File: config.mk
export PLATFORM = sky130hd
export DESIGN_NAME = biker_motion_ctrl
export DESIGN_NICKNAME = d
export VERILOG_FILES = /design/src/rtl/biker_motion_ctrl.sv
export SDC_FILE = /design/constraint.sdc
export NUM_CORES = 1
export LEC_CHECK = 0
export BUFFER_PORTS_ARGS = -buffer_cell sky130_fd_sc_hd__buf_2
export CORE_MARGIN = 1
export CORE_UTILIZATION = 60
export DETAILED_ROUTE_END_ITERATION = 7
export GPL_TIMING_DRIVEN = 0
export PLACE_DENSITY = 0.94
export SETUP_SLACK_MARGIN = 0.05
export SYNTH_ARGS = -nofsm -noshare
export SYNTH_HDL_FRONTEND = slang
export SYNTH_SLANG_ARGS = --single-unit
File: constraint.sdc
create_clock -name clk -period 3.2 [get_ports clk]
set_input_delay 0.96 -clock clk [delete_from_list [all_inputs] [get_ports clk]]
set_output_delay 0.96 -clock clk [all_outputs]
set_load 0.005 [all_outputs]
File: src/rtl/biker_motion_ctrl.sv
// biker_motion_ctrl: per-biker sequencer that produces the sprite position,
// turn bitmap selects and flash colour mask once per frame.
// States: IDLE (frozen), RIDE (moving), TURN (turn animation), HIT (flashing).
// Optional feature macro: BIKER_WOBBLE_EN - when defined, topLeftY wobbles
// between INIT_Y and INIT_Y+1 while riding; when undefined Y is constant.
module biker_motion_ctrl #(
    parameter logic [10:0] INIT_X       = 11'd100,
    parameter logic [10:0] INIT_Y       = 11'd200,
    parameter logic [3:0]  SPEED_X      = 4'd2,
    parameter logic [10:0] X_MIN        = 11'd0,
    parameter logic [10:0] X_MAX        = 11'd607,
    parameter logic [7:0]  TURN_FRAMES  = 8'd16,
    parameter logic [7:0]  FLASH_FRAMES = 8'd32,
    parameter logic [7:0]  HIT_MASK     = 8'h49
) (
    input  logic        clk,
    input  logic        resetN,
    input  logic        startOfFrame,
    input  logic        enable,
    input  logic        collision,
    input  logic [3:0]  HitEdgeCode,
    output logic [10:0] topLeftX,
    output logic [10:0] topLeftY,
    output logic        turnLeft,
    output logic        turnRight,
    output logic [7:0]  colorMask,
    output logic [1:0]  state
);

    typedef enum logic [1:0] {
        ST_IDLE = 2'd0,
        ST_RIDE = 2'd1,
        ST_TURN = 2'd2,
        ST_HIT  = 2'd3
    } state_t;

    // Edge code bit positions
    localparam int E_LEFT   = 3;
    localparam int E_TOP    = 2;
    localparam int E_RIGHT  = 1;
    localparam int E_BOTTOM = 0;

    state_t      state_q, state_d;
    logic [10:0] x_q, x_d;
    logic        dir_q, dir_d;          // 0 = moving right, 1 = moving left
    logic [7:0]  cnt_q, cnt_d;
    logic [3:0]  pend_q, pend_d;        // OR-accumulated edge codes seen this frame
    logic        turn_l_q, turn_l_d;
    logic        turn_r_q, turn_r_d;
    logic [7:0]  mask_q, mask_d;

`ifdef BIKER_WOBBLE_EN
    logic [10:0] y_q, y_d;
    logic [2:0]  wob_q, wob_d;          // counts riding frames between Y toggles
`endif

    // Candidate positions, computed in 12 bits so a left move never wraps
    logic [11:0] x_ext;
    logic [11:0] x_right_sum;
    logic [11:0] x_left_diff;
    logic [11:0] x_left_limit;
    logic [10:0] x_moved;
    logic        dir_match;
    logic        at_bound;
    logic        hit_event;
    logic [3:0]  coll_bits;
    logic [7:0]  cnt_inc;

    // Movement arithmetic and event qualification for the current frame
    always_comb begin
        x_ext        = {1'b0, x_q};
        x_right_sum  = x_ext + {8'd0, SPEED_X};
        x_left_diff  = x_ext - {8'd0, SPEED_X};
        x_left_limit = {1'b0, X_MIN} + {8'd0, SPEED_X};
        if (dir_q == 1'b0) begin
            x_moved = (x_right_sum > {1'b0, X_MAX}) ? X_MAX : x_right_sum[10:0];
        end else begin
            x_moved = (x_ext < x_left_limit) ? X_MIN : x_left_diff[10:0];
        end
        hit_event = pend_q[E_TOP] | pend_q[E_BOTTOM];
        dir_match = dir_q ? pend_q[E_LEFT] : pend_q[E_RIGHT];
        at_bound  = dir_q ? (x_q == X_MIN) : (x_q == X_MAX);
        coll_bits = collision ? HitEdgeCode : 4'h0;
        cnt_inc   = cnt_q + 8'd1;
    end

    // Next-state and next-output logic; enable low overrides every state
    always_comb begin
        state_d  = state_q;
        x_d      = x_q;
        dir_d    = dir_q;
        cnt_d    = cnt_q;
        pend_d   = pend_q;
        turn_l_d = turn_l_q;
        turn_r_d = turn_r_q;
        mask_d   = mask_q;
`ifdef BIKER_WOBBLE_EN
        y_d      = y_q;
        wob_d    = wob_q;
`endif
        if (!enable) begin
            state_d  = ST_IDLE;
            cnt_d    = 8'd0;
            pend_d   = 4'h0;
            turn_l_d = 1'b0;
            turn_r_d = 1'b0;
            mask_d   = 8'd0;
        end else begin
            case (state_q)
                ST_IDLE: begin
                    state_d = ST_RIDE;
                    pend_d  = 4'h0;
                end
                ST_RIDE: begin
                    if (startOfFrame) begin
                        if (hit_event) begin
                            state_d = ST_HIT;
                            cnt_d   = 8'd0;
                            mask_d  = 8'd0;
                            pend_d  = 4'h0;
                        end else if (dir_match || at_bound) begin
                            state_d  = ST_TURN;
                            cnt_d    = 8'd0;
                            turn_r_d = ~dir_q;
                            turn_l_d = dir_q;
                            pend_d   = 4'h0;
                        end else begin
                            // Pending bits are consumed each frame; a collision
                            // arriving with this frame pulse waits for the next.
                            x_d    = x_moved;
                            pend_d = coll_bits;
`ifdef BIKER_WOBBLE_EN
                            wob_d  = wob_q + 3'd1;
                            if (wob_q == 3'd7) begin
                                y_d = (y_q == INIT_Y) ? (INIT_Y + 11'd1) : INIT_Y;
                            end
`endif
                        end
                    end else begin
                        pend_d = pend_q | coll_bits;
                    end
                end
                ST_TURN: begin
                    if (startOfFrame) begin
                        if (cnt_q == TURN_FRAMES - 8'd1) begin
                            state_d  = ST_RIDE;
                            dir_d    = ~dir_q;
                            cnt_d    = 8'd0;
                            turn_l_d = 1'b0;
                            turn_r_d = 1'b0;
                        end else begin
                            cnt_d = cnt_inc;
                        end
                    end
                end
                ST_HIT: begin
                    if (startOfFrame) begin
                        if (cnt_q == FLASH_FRAMES - 8'd1) begin
                            state_d = ST_RIDE;
                            cnt_d   = 8'd0;
                            mask_d  = 8'd0;
                        end else begin
                            cnt_d  = cnt_inc;
                            mask_d = cnt_inc[2] ? HIT_MASK : 8'd0;
                        end
                    end
                end
                default: begin
                    state_d = ST_IDLE;
                end
            endcase
        end
`ifdef BIKER_WOBBLE_EN
        // Vibration only applies while riding
        if (state_d != ST_RIDE) begin
            y_d   = INIT_Y;
            wob_d = 3'd0;
        end
`endif
    end

    // State and output registers with synchronous active-low reset
    always_ff @(posedge clk) begin
        if (!resetN) begin
            state_q  <= ST_IDLE;
            x_q      <= INIT_X;
            dir_q    <= 1'b0;
            cnt_q    <= 8'd0;
            pend_q   <= 4'h0;
            turn_l_q <= 1'b0;
            turn_r_q <= 1'b0;
            mask_q   <= 8'd0;
        end else begin
            state_q  <= state_d;
            x_q      <= x_d;
            dir_q    <= dir_d;
            cnt_q    <= cnt_d;
            pend_q   <= pend_d;
            turn_l_q <= turn_l_d;
            turn_r_q <= turn_r_d;
            mask_q   <= mask_d;
        end
    end

`ifdef BIKER_WOBBLE_EN
    // Wobble registers
    always_ff @(posedge clk) begin
        if (!resetN) begin
            y_q   <= INIT_Y;
            wob_q <= 3'd0;
        end else begin
            y_q   <= y_d;
            wob_q <= wob_d;
        end
    end

    assign topLeftY = y_q;
`else
    assign topLeftY = INIT_Y;
`endif

    assign topLeftX  = x_q;
    assign turnLeft  = turn_l_q;
    assign turnRight = turn_r_q;
    assign colorMask = mask_q;
    assign state     = state_q;

endmodule

### Yosys cells after proc, flatten, opt, wreduce, memory -nomap -nowiden

Cells that the tools add are included.

| storage, ports and cells | value |
|---|---|
| register bits after elaboration | 36 |
| output and inout port bits | 34 |

| cells by class | value |
|---|---|
| add/sub/neg operators | 3 |
| order comparisons | 2 |
| equal/unequal tests | 15 |
| muxes and demuxes | 42 |
| bitwise gates (word level) | 5 |
| reductions and logical operators | 14 |

Operators with widths:

| kind | number |
|---|---|
| 8-bit two-way mux | 10 |
| 11-bit two-way mux | 3 |
| 8-bit case mux with 3 select lines | 1 |
| 4-bit two-way mux | 4 |
| 2-bit inequality test, second input constant | 8 |
| 8-bit case mux with 2 select lines | 1 |
| 2-bit two-way mux | 7 |
| 7-bit two-way mux | 2 |
| 11-bit by 2-bit adder with 12-bit output, second input constant | 1 |
| 12-bit by 10-bit greater-than comparator with 1-bit output, second input constant | 1 |
| 6-bit AND reduction | 2 |
| 11-bit by 10-bit equality test with 1-bit output, second input constant | 1 |
| 11-bit zero test | 1 |
| 11-bit by 2-bit less-than comparator with 1-bit output, second input constant | 1 |
| 11-bit by 2-bit subtractor with 11-bit output, second input constant | 1 |
| 1-bit two-way mux | 10 |
| 5-bit AND reduction | 2 |
| 8-bit by 1-bit adder with 8-bit output, second input constant | 1 |
| 8-bit by 4-bit equality test with 1-bit output, second input constant | 1 |
| 8-bit by 5-bit equality test with 1-bit output, second input constant | 1 |
| 2-bit case mux with 4 select lines | 1 |
| 4-bit case mux with 2 select lines | 1 |
| 4-bit AND reduction | 2 |
| 2-bit nonzero test | 3 |
| other kinds (11) | 15 |

### Depth between registers and ports, before layout

| depth | value |
|---|---|
| depth after elaboration | 7 |
| depth in mapped cells | 8 |
| depth with buffers taken out | 7 |

### Worst setup path before layout

No wires, ideal clock.

| timing | value |
|---|---|
| kind | input -> register |
| start | in startOfFrame |
| end | reg x_q[7] (netlist: topLeftX[7]) |
| library setup time | 0.115 ns |
| arrival time | 2.194 ns |
| data required time | 3.085 ns |
| path slack | 0.892 ns |
| stages on the path | 8 |
| buffers on the path | 2 |
| cell sequence | buf_4 > nand2_1 > nor4_1 > nand4_1 > buf_4 > o21ai_1 > o31ai_1 > o21a_1 |

| on the way | value |
|---|---|
| cells in the longest elaborated chain, start to end | 1 |

RTL lines:

| element | line | source |
|---|---|---|
| from (decl) | 18 | `input logic startOfFrame,` |
| 5-bit AND reduction (no line) | -- |  |
| to (signal assigned) | 186 | `x_q <= INIT_X;` |
| to (signal assigned) | 195 | `x_q <= x_d;` |
| to (decl) | 44 | `logic [10:0] x_q, x_d;` |

No other way between the ends.
A chain may end at the register's enable or synchronous reset.

### Worst setup path after layout

Ends and elaborated chain as after synthesis.

==> results.md <==
* Status: complete, no violations
* Yosys top cell by area: dfxtp_1
* Post-synth EDFFs at 0
* Synth-to-layout area growth at 13.0%
* Post-CTS Resized at 0
* CTS tree: built
* Int Pwr at about 500 uW
* Adder-Cell Fraction of Synth Area at 0.0171
* Design Area, Final at approximately 2500 um^2
* Buffer depth of the longest clock path at 2
* Simple-Gate Fraction of Synth Area at 0.309
* Synth warn at 0
* Asr flop ratio synth at 0
* Clock root cell: clkbuf_4
* RSZ-0062 raised after global routing: no
* Crit path arrival time at between 2 and 2.5 ns
* Clock insertion delay at the later pin of the skew report at ~0.35 ns
* # nets final at 339
* Initial antenna violation count at 0
* Pwr dens at between 200 and 300 nW/um^2
* Startpoint Class: primary input
* Filler cell count in the final layout at roughly 270
* Vias in the first global route at about 2,000
* P_leak at approximately 1 nW
* Pre-CTS worst setup slack at roughly 0.65 ns
* Die Span X at 62.4 um
* Synth unique cells at 62
* Clk pwr share at 0.325
* H-tree Lvls at 2
* GPL Wtd Cong at between 0.9 and 1
* 1st-pass router iterations at 5
* Final period util at 0.685
* Fin. max-slew vios at 0
* DR iter-0 viols at roughly 230
* Mux share of post-synthesis cell area at 0.0251
* Max Cap Viol at 0
* Overall die height at between 60 and 70 um
* Seq/Total Area, Yosys at 0.265
* Global Route met2 Usage at 0.425
* Number of inserted diodes at 0
* DR DRC count at 0
* I/O pin total at 43
* Crit end category: flip-flop
* Top cells by count, synth: dfxtp_1, nand2_1, buf_4, nor2_1, o21ai_0
* Hpwl dp at 3780 um
* Via count at around 2,200
* Vias per inst at a little under 6
* Routed wire length per instance at approximately 14 um
* Setup violators final at 0
* Setup bufs post-CTS at 0
* Largest net degree at the start of global routing at 11
* Tmin final at approximately 2.2 ns
* Clock Skews at roughly 0.0083 ns
* Antenna Nets Post-Route at 0
* Grt total ovfl at 0
* Die area at between 3000 and 4000 um^2
* Area of the multi-input gates at between 1000 and 1500 um^2
* IO buf count at 24
* Number of synthesized register bits at 29
* Net Switching at between 200 and 250 uW
* Clock Sinks at 29
* Initial Util at 0.641
* Setup tns final at 0 ns
* Met3 Resource Use GR at 0.0912
* Largest family of logic cells by synthesized area: simple AND/OR/NAND/NOR gates
* Storage cell area at 581 um^2
* Global Route met1 Usage at 0.355
* Critical Path Fanout Max at 10
* Fmax at ~460 MHz
* Total GRT Usage at 0.279
* Net Sw Frac at 0.296
* Drt total wl at slightly above 5000 um
* Prevailing post-synth register cell: dfxtp_1
* Post-Syn Instances at 282
* Core area at between 3000 and 4000 um^2
* First-pass GRT wire length at approximately 8600 um
* Global route hottest layer: met2
* Rows at 21
* Type of the most critical hold path: flip-flop to flip-flop
* Combinational share of power at 0.140
* Sequential share of power at 0.536
* Syn_area_per_cell at 7.76 um^2
* Synth top area cells: dfxtp_1, buf_4, nand2_1
* Yosys top cell area share at 0.265
* Post-Synth XOR/XNOR Area at 0.0240
* Most frequent cell after synthesis: dfxtp_1
* Critical Path RT at approximately 3.5 ns
* CTS buffer count at 5
* Kind of critical path: primary input to flip-flop
* Worst-path clk slew at about 0.10 ns
* Endpoints failing hold at 0
* Final worst slack at 1.01 ns
* Post-Place Cell Area at 2420 um^2
* Proportion of layout cells with a drive suffix above 1 at 0.241
* Post-Syn Area at approximately 2200 um^2
* Worst vdd ir at between 200 and 250 uV
* Compound-Gate Fraction of Synth Area at 0.235
* Hold-fix buffers at CTS at 0
* WHS at around 0.48 ns
## power by group through the flow
stage               combinational, mW  sequential, mW  clock, mW
floorplan                      0.0733           0.381          0
CTS                            0.0956           0.374      0.234
global placement               0.0929           0.381          0
finish                         0.0976           0.374      0.227
global route                    0.107           0.375      0.252
detailed placement             0.0952           0.382          0
## sequential cells by signal (all words and copies together), names as in the netlist
name,count
turnLeft,1
dir_q,1
pend_q,4
cnt_q,8
topLeftX,11
colorMask,1
turnRight,1
state,2
## placed cells by master (no fill, tap or decap), types with 5 or more instances in the layout
cell,n
inv_1,5
conb_1,16
a21oi_1,18
clkbuf_4,5
nor2_1,22
nor3_1,10
nand3_1,11
nand2_1,28
dfxtp_1,29
buf_2,25
o21ai_0,20
clkbuf_1,9
buf_4,23
a31oi_1,9
## worst max-delay path, stage by stage
cell and delay (ns):
buf_4 0.13, nand2_1 0.08, nor4_1 0.35, nand4_1 0.27, buf_4 0.25, o21ai_1 0.14, o31ai_1 0.09, o21a_1 0.17
## final timing paths
path                      from           to  slack (ns)  depth (start not counted)
setup / recovery  startOfFrame  topLeftX[7]        1.01                          8
hold / removal        cnt_q[7]     cnt_q[7]        0.48                          1
setup reg to reg   topLeftX[1]  topLeftX[1]        1.03                          7
hold reg to reg       cnt_q[7]     cnt_q[7]        0.48                          1
## layout make-up
cell class,count,area share
well taps,46,0.0233
plain buffers,36,0.0991
repair buffers,24,0.0485
multi-input cells,226,0.565
flip-flops and latches,29,0.235
inverters,5,0.00758
clock buffers,5,0.0152
clock inverters,3,0.00708
## routing by layer
layer / wire length [um] / share of wire
met5: 0 / 0
met2: 2310 / 0.45
met3: 421 / 0.081
met4: 136 / 0.026
met1: 2310 / 0.45
## cell families (layout without fill, tap and decap cells)
| group | count (synthesis) | in the layout |
|---|---|---|
| simple gates | 118 | 118 |
| buf+inv | 41 | 73 |
| other cells | 2 | 16 |
| flops | 29 | 29 |
| mux | 5 | 5 |
| xor+xnor | 6 | 6 |
| fa+ha+maj | 3 | 3 |
| compound gates | 78 | 78 |
## through the flow
stage               cells  utilization  power [mW]
floorplan             296            -       0.454
global placement      366        0.708       0.474
detailed placement    366        0.708       0.477
CTS                   374        0.725       0.703
global route          374        0.725       0.733
finish                374        0.725       0.698
(Power assumes the default switching activity.)
